--- src/rtl/rgb_cmp_pkg.sv ---
// -----------------------------------------------------------------------------
// rgb_cmp_pkg
// Shared types for the RGB compare/PWM block:
//   state_e  : controller FSM states (IDLE, CAPTURE, SHOW)
//   result_e : compare result encoding driven on the result port
//   result_to_rgb() : maps a result to its {red, green, blue} channel select
// -----------------------------------------------------------------------------
package rgb_cmp_pkg;

  typedef enum logic [1:0] {
    IDLE    = 2'd0,
    CAPTURE = 2'd1,
    SHOW    = 2'd2
  } state_e;

  typedef enum logic [1:0] {
    RES_NONE = 2'b00,
    RES_LT   = 2'b01,
    RES_EQ   = 2'b10,
    RES_GT   = 2'b11
  } result_e;

  // One-hot {red, green, blue}; RES_NONE selects nothing so the LEDs stay dark.
  function automatic logic [2:0] result_to_rgb(input result_e res);
    logic [2:0] sel;
    sel = 3'b000;
    case (res)
      RES_LT:  sel = 3'b100;
      RES_EQ:  sel = 3'b010;
      RES_GT:  sel = 3'b001;
      default: sel = 3'b000;
    endcase
    return sel;
  endfunction

endpackage

--- src/rtl/rgb_compare_pwm_pwm_gen.sv ---
// -----------------------------------------------------------------------------
// pwm_gen
// Free-running PWM_BITS counter with synchronous clear and count enable.
//   clk, rst_n : clock, asynchronous active-low reset
//   clr_i      : synchronous clear of the counter (wins over en_i)
//   en_i       : advance the counter by one, wrapping modulo 2^PWM_BITS
//   duty_i     : brightness threshold
//   on_o       : cnt < duty_i (combinational from the counter register)
// -----------------------------------------------------------------------------
module pwm_gen #(
  parameter int PWM_BITS = 8
) (
  input  logic                clk,
  input  logic                rst_n,
  input  logic                clr_i,
  input  logic                en_i,
  input  logic [PWM_BITS-1:0] duty_i,
  output logic                on_o
);

  logic [PWM_BITS-1:0] cnt_q;
  logic [PWM_BITS-1:0] cnt_d;

  always_comb begin
    cnt_d = cnt_q;
    if (clr_i)     cnt_d = '0;
    else if (en_i) cnt_d = cnt_q + 1'b1;  // natural wrap at 2^PWM_BITS
  end

  // NOTE: state registers use non-blocking (<=) so every flop samples the
  // pre-edge values of its inputs regardless of process ordering.
  always_ff @(posedge clk or negedge rst_n) begin
    if (!rst_n) cnt_q <= '0;
    else        cnt_q <= cnt_d;
  end

  // duty = 0 never fires; duty = max misses only the cnt = max cycle.
  assign on_o = (cnt_q < duty_i);

endmodule

--- src/rtl/rgb_compare_pwm.sv ---
// -----------------------------------------------------------------------------
// rgb_compare_pwm
// Samples two unsigned operands on a start strobe, classifies them as
// less/equal/greater, then drives exactly one RGB LED with a PWM waveform of
// programmable brightness for HOLD_CYCLES cycles.
//
// Ports:
//   clk, rst_n      : clock, asynchronous active-low reset
//   start           : request, honoured only in IDLE
//   a, b [WIDTH]    : unsigned operands, sampled with start
//   duty [PWM_BITS] : brightness, sampled with start
//   red/green/blue  : registered PWM-gated LED outputs (a<b / a==b / a>b)
//   result [2]      : 00 none, 01 less, 10 equal, 11 greater; held in IDLE
//   busy            : high in CAPTURE and SHOW
//
// Build option: define RGB_CMP_BLINK_EN to additionally gate green with a
// blink phase of BLINK_PERIOD cycles on / BLINK_PERIOD cycles off, counted
// from SHOW entry. Without it green is steady PWM and no blink logic exists.
// -----------------------------------------------------------------------------
module rgb_compare_pwm
  import rgb_cmp_pkg::*;
#(
  parameter int WIDTH        = 4,
  parameter int PWM_BITS     = 8,
  parameter int HOLD_CYCLES  = 1024,
  parameter int BLINK_PERIOD = 256
) (
  input  logic                clk,
  input  logic                rst_n,
  input  logic                start,
  input  logic [WIDTH-1:0]    a,
  input  logic [WIDTH-1:0]    b,
  input  logic [PWM_BITS-1:0] duty,
  output logic                red,
  output logic                green,
  output logic                blue,
  output logic [1:0]          result,
  output logic                busy
);

  // Hold counter runs 0 .. HOLD_CYCLES-1.
  localparam int HOLD_W = (HOLD_CYCLES > 1) ? $clog2(HOLD_CYCLES) : 1;

  if (WIDTH < 1)        begin : g_bad_width $error("WIDTH must be >= 1"); end
  if (HOLD_CYCLES < 1)  begin : g_bad_hold  $error("HOLD_CYCLES must be >= 1"); end
  if (BLINK_PERIOD < 1) begin : g_bad_blink $error("BLINK_PERIOD must be >= 1"); end

  state_e              state_q,  state_d;
  logic [WIDTH-1:0]    a_q,      a_d;
  logic [WIDTH-1:0]    b_q,      b_d;
  logic [PWM_BITS-1:0] duty_q,   duty_d;
  result_e             result_q, result_d;
  logic [HOLD_W-1:0]   hold_q,   hold_d;
  logic [2:0]          led_q,    led_d;

  logic    pwm_clr;
  logic    pwm_en;
  logic    pwm_on;
  logic    hold_last;
  result_e cmp_res;
  logic [2:0] blink_mask;

  pwm_gen #(
    .PWM_BITS (PWM_BITS)
  ) u_pwm_gen (
    .clk    (clk),
    .rst_n  (rst_n),
    .clr_i  (pwm_clr),
    .en_i   (pwm_en),
    .duty_i (duty_q),
    .on_o   (pwm_on)
  );

  assign cmp_res   = (a_q < b_q)  ? RES_LT :
                     (a_q == b_q) ? RES_EQ : RES_GT;
  assign hold_last = (hold_q == HOLD_W'(HOLD_CYCLES - 1));

`ifdef RGB_CMP_BLINK_EN
  logic blink_on;
  // Phase 1 for hold counts [0, P), 0 for [P, 2P), repeating.
  assign blink_on   = ((32'(hold_q) / BLINK_PERIOD) % 2) == 0;
  assign blink_mask = {1'b1, blink_on, 1'b1};
`else
  assign blink_mask = 3'b111;
`endif

  // NOTE: every signal written here gets a default first, so no path leaves
  // it unassigned and no latch is inferred.
  always_comb begin
    state_d  = state_q;
    a_d      = a_q;
    b_d      = b_q;
    duty_d   = duty_q;
    result_d = result_q;
    hold_d   = hold_q;
    led_d    = 3'b000;
    pwm_clr  = 1'b0;
    pwm_en   = 1'b0;

    case (state_q)
      IDLE: begin
        if (start) begin
          a_d     = a;
          b_d     = b;
          duty_d  = duty;
          state_d = CAPTURE;
        end
      end

      CAPTURE: begin
        result_d = cmp_res;
        hold_d   = '0;
        pwm_clr  = 1'b1;
        state_d  = SHOW;
      end

      SHOW: begin
        pwm_en = 1'b1;
        if (hold_last) begin
          // LEDs register 0 on the same edge the FSM lands in IDLE.
          hold_d  = '0;
          state_d = IDLE;
        end else begin
          hold_d = hold_q + 1'b1;
          led_d  = result_to_rgb(result_q) & {3{pwm_on}} & blink_mask;
        end
      end

      default: state_d = IDLE;
    endcase
  end

  always_ff @(posedge clk or negedge rst_n) begin
    if (!rst_n) begin
      state_q  <= IDLE;
      a_q      <= '0;
      b_q      <= '0;
      duty_q   <= '0;
      result_q <= RES_NONE;
      hold_q   <= '0;
      led_q    <= 3'b000;
    end else begin
      state_q  <= state_d;
      a_q      <= a_d;
      b_q      <= b_d;
      duty_q   <= duty_d;
      result_q <= result_d;
      hold_q   <= hold_d;
      led_q    <= led_d;
    end
  end

  assign {red, green, blue} = led_q;
  assign result             = result_q;
  assign busy               = (state_q != IDLE);

endmodule

--- config.mk ---
export PLATFORM = sky130hd
export DESIGN_NAME = rgb_compare_pwm
export DESIGN_NICKNAME = d
export VERILOG_FILES = /design/src/rtl/rgb_cmp_pkg.sv /design/src/rtl/rgb_compare_pwm_pwm_gen.sv /design/src/rtl/rgb_compare_pwm.sv
export SDC_FILE = /design/constraint.sdc
export NUM_CORES = 1
export LEC_CHECK = 0
export CORE_MARGIN = 4
export CORE_UTILIZATION = 59
export CTS_CLUSTER_SIZE = 14
export DETAILED_ROUTE_END_ITERATION = 7
export PLACE_DENSITY = 0.8
export SETUP_SLACK_MARGIN = 0.5
export SYNTH_ARGS = -nofsm -noshare
export SYNTH_HDL_FRONTEND = slang
export SYNTH_HIERARCHICAL = 1
export SYNTH_SLANG_ARGS = --single-unit
--- constraint.sdc ---
create_clock -name clk -period 3.3 [get_ports clk]
set_clock_uncertainty 0.1 [all_clocks]
set_input_delay 0.99 -clock clk [delete_from_list [all_inputs] [get_ports clk]]
set_output_delay 0.99 -clock clk [all_outputs]
set_load 0.02 [all_outputs]
==> metrics.txt <==
worst setup margin 731 ps; first-pass GRT wire length 6700 µm; Worst R2R Start state_q[1]$_DFFE_PN0P_; Hold Violations, Final 0; Mapped Avg Cell Area 11.2 µm²; Max Cap Violations 0; Post-Syn Area 0.00214 mm²; via count 1436; I/O pin total 25; critical path class reg -> out; CP endpoint busy; total gr overflow 0; CTS root buf clkbuf_4; clk slew on worst S/H paths 120 ps; crit path from state_q[0]$_DFFE_PN0P_; Die W 68.2 µm; drt first pass iters 4; Post-Syn Nets 227; CP startpoint kind register; CP required 2210 ps; fin util 0.729; Power Density 750 mW/mm²; WL/cell 14.4 µm; Total Neg Setup Slack 0 ps; Total Routing Usage GR 0.201; pin count of the biggest net entering global routing 42; Initial Utilization 0.626; CTS H-tree depth 2; crit path max fanout 3; top_reg_cell synth dfrtp_1; vias in the first global route 1468; share of the yosys chip area belonging to registers 0.480; unrepaired setup endpoints after global routing false; ratio of cells with drive above 1 in the final layout 0.151; worst r2r path cells 6; Post-DP HPWL 2900 µm; Die ar. 0.00465 mm²; final worst path period share 0.778; met3 wire len 114 µm; met1 wire length 1720 µm; DIE HEIGHT 68.2 µm; synth-to-layout area growth 16.5%; final setup fails 0; Post-synth ARST share 1.00; CTS sink cnt 41; post-synthesis cell type count 41; CTS Buf Count 5; Met2 Wirelength 1960 µm; Synth Instances 191; number of flops mapped to enable cells by yosys 0; Achievable Freq 389 MHz; Slew @ Worst Pin 886 ps; clock latency on the worst-skew pair 350 ps; Core ar. 0.00342 mm²; initial DRC count 107; hold-fix buffers at CTS 0; Syn. warnings 6; Slew headroom 0.410; placed cell area 0.00240 mm²; R2R Setup Slk 1270 ps; Post-CTS Setup Repair Bufs 0; DRC 0; GP Congestion 0.851; pre-CTS setup slack 737 ps; status completed; Critical Path AT 1480 ps; final wirelength 3830 µm; Worst R2R End u_pwm_gen/cnt_q[7]$_DFFE_PN0P_; initial antenna violation count 0; design area 0.00249 mm²; fin nets 254; Max Used Layer met4; clk buf depth 2; Antenna Nets Post-Route 0; Port Buffers 24; Via-to-Cell Ratio 5.42; n_diodes 0; critical path endpoint category output port; Leak 1.17 nW; CTS tree done; Final min period 2570 ps; row count 21; Final Max Slew Viols 0; register bit total from synthesis 41; Hold Path Class reg -> reg; Max IR drop VDD 0.489 mV
-- repair_timing --
action                                 in CTS  in global routing
endpoints found under the hold margin       0                  0
resized for setup                           1                  0
setup endpoints to repair                   1                  0
-- through the flow --
step	hold WS, ps	total power [mW]	instances
final	380	1.87	265
after global routing	410	2.02	265
after CTS	385	1.88	265
after detailed placement	368	1.54	257
after global placement	366	1.48	257
after floorplan	372	1.32	191
-- Yosys cell counts, types with 2 or more instances --
library cell	number	area share
xnor2_1	5	0.020
and3_2	2	0.0070
xor2_1	4	0.016
o21ai_0	8	0.019
inv_1	19	0.033
nor2b_1	2	0.0059
nor3_1	3	0.0070
nand2_1	12	0.021
nor2_1	15	0.026
o21a_1	2	0.0070
a21o_1	4	0.014
ha_1	17	0.10
mux2i_1	3	0.014
nand4_1	2	0.0059
mux2_2	16	0.084
mux2_1	2	0.011
dfrtp_1	41	0.48
or3_1	2	0.0059
a21oi_1	3	0.0070
o211ai_1	2	0.0070
nand3_1	7	0.016
-- placed cells by master, fill, tap and decap left out, types with 2 or more instances in the layout --
cell type	instances
mux2i_1	3
a21oi_1	3
xor2_1	4
a21o_1	4
clkdlybuf4s50_1	22
xnor2_1	5
nand3_1	7
dfrtp_1	41
and3_2	2
mux2_2	16
clkbuf_4	5
nor2_1	15
nor2b_1	2
o21ai_0	8
nand4_1	2
nor3_1	3
ha_1	17
mux2_1	2
o211ai_1	2
or3_1	2
o21a_1	2
inv_1	19
nand2_1	12
-- critical path: stages, from the launching register on --
cell and delay [ps]:
dfrtp_1 400, inv_1 90, ha_1 210, inv_1 90
dlygate4sd2_1 340
-- per-layer routing --
layer	up-vias	track usage
li1	716	-
met1	699	0.251
met2	17	0.324
met3	4	0.0624
met4	0	0.0844
met5	-	0
-- sequential cells by signal (all words and copies together), names as in the netlist --
| name | count |
|---|---|
| led_q | 3 |
| duty_q | 8 |
| state_q | 2 |
| hold_q | 10 |
| b_q | 4 |
| u_pwm_gen/cnt_q | 8 |
| result | 2 |
| a_q | 4 |
-- where the power goes --
group | switching (mW) | internal (mW) | leakage [nW] | total [mW]
Clock | 0.167 | 0.180 | 0.0445 | 0.347
Combinational | 0.406 | 0.361 | 0.605 | 0.767
Sequential | 0.101 | 0.652 | 0.524 | 0.752
-- final cells by class --
cell class / count / area (µm²)
clock buffer: 6 / 51.3
clock inverter: 2 / 37.5
fill: 246 / 926
inverter: 19 / 71.3
multi-input combinational: 127 / 1010
sequential: 41 / 1030
tap: 46 / 57.6
timing repair buffer: 24 / 234
-- cell families after synthesis --
family	Yosys count	synth area share
adder cells (fa/ha/maj)	17	0.0995
AND/OR/NAND/NOR	51	0.124
buffers and inverters	23	0.0463
AO/OA/AOI/OAI	29	0.105
flip-flops	41	0.480
multiplexers	21	0.109
XOR/XNOR	9	0.0369
-- how the worst min path moves through the flow --
stage / from / endpoint / slack, ps / cells past startpoint
2_1_floorplan: hold_q[8]$_DFFE_PN0P_ / hold_q[8]$_DFFE_PN0P_ / 370 / 1
3_3_place_gp: result[1]$_DFFE_PN0P_ / led_q[2]$_DFF_PN0_ / 370 / 1
3_5_place_dp: result[1]$_DFFE_PN0P_ / led_q[2]$_DFF_PN0_ / 370 / 1
4_1_cts: result[1]$_DFFE_PN0P_ / led_q[2]$_DFF_PN0_ / 390 / 1
5_1_grt: result[1]$_DFFE_PN0P_ / led_q[2]$_DFF_PN0_ / 410 / 1
6_report: result[1]$_DFFE_PN0P_ / led_q[2]$_DFF_PN0_ / 380 / 1
Note: power is estimated with default switching activity, not from simulation.
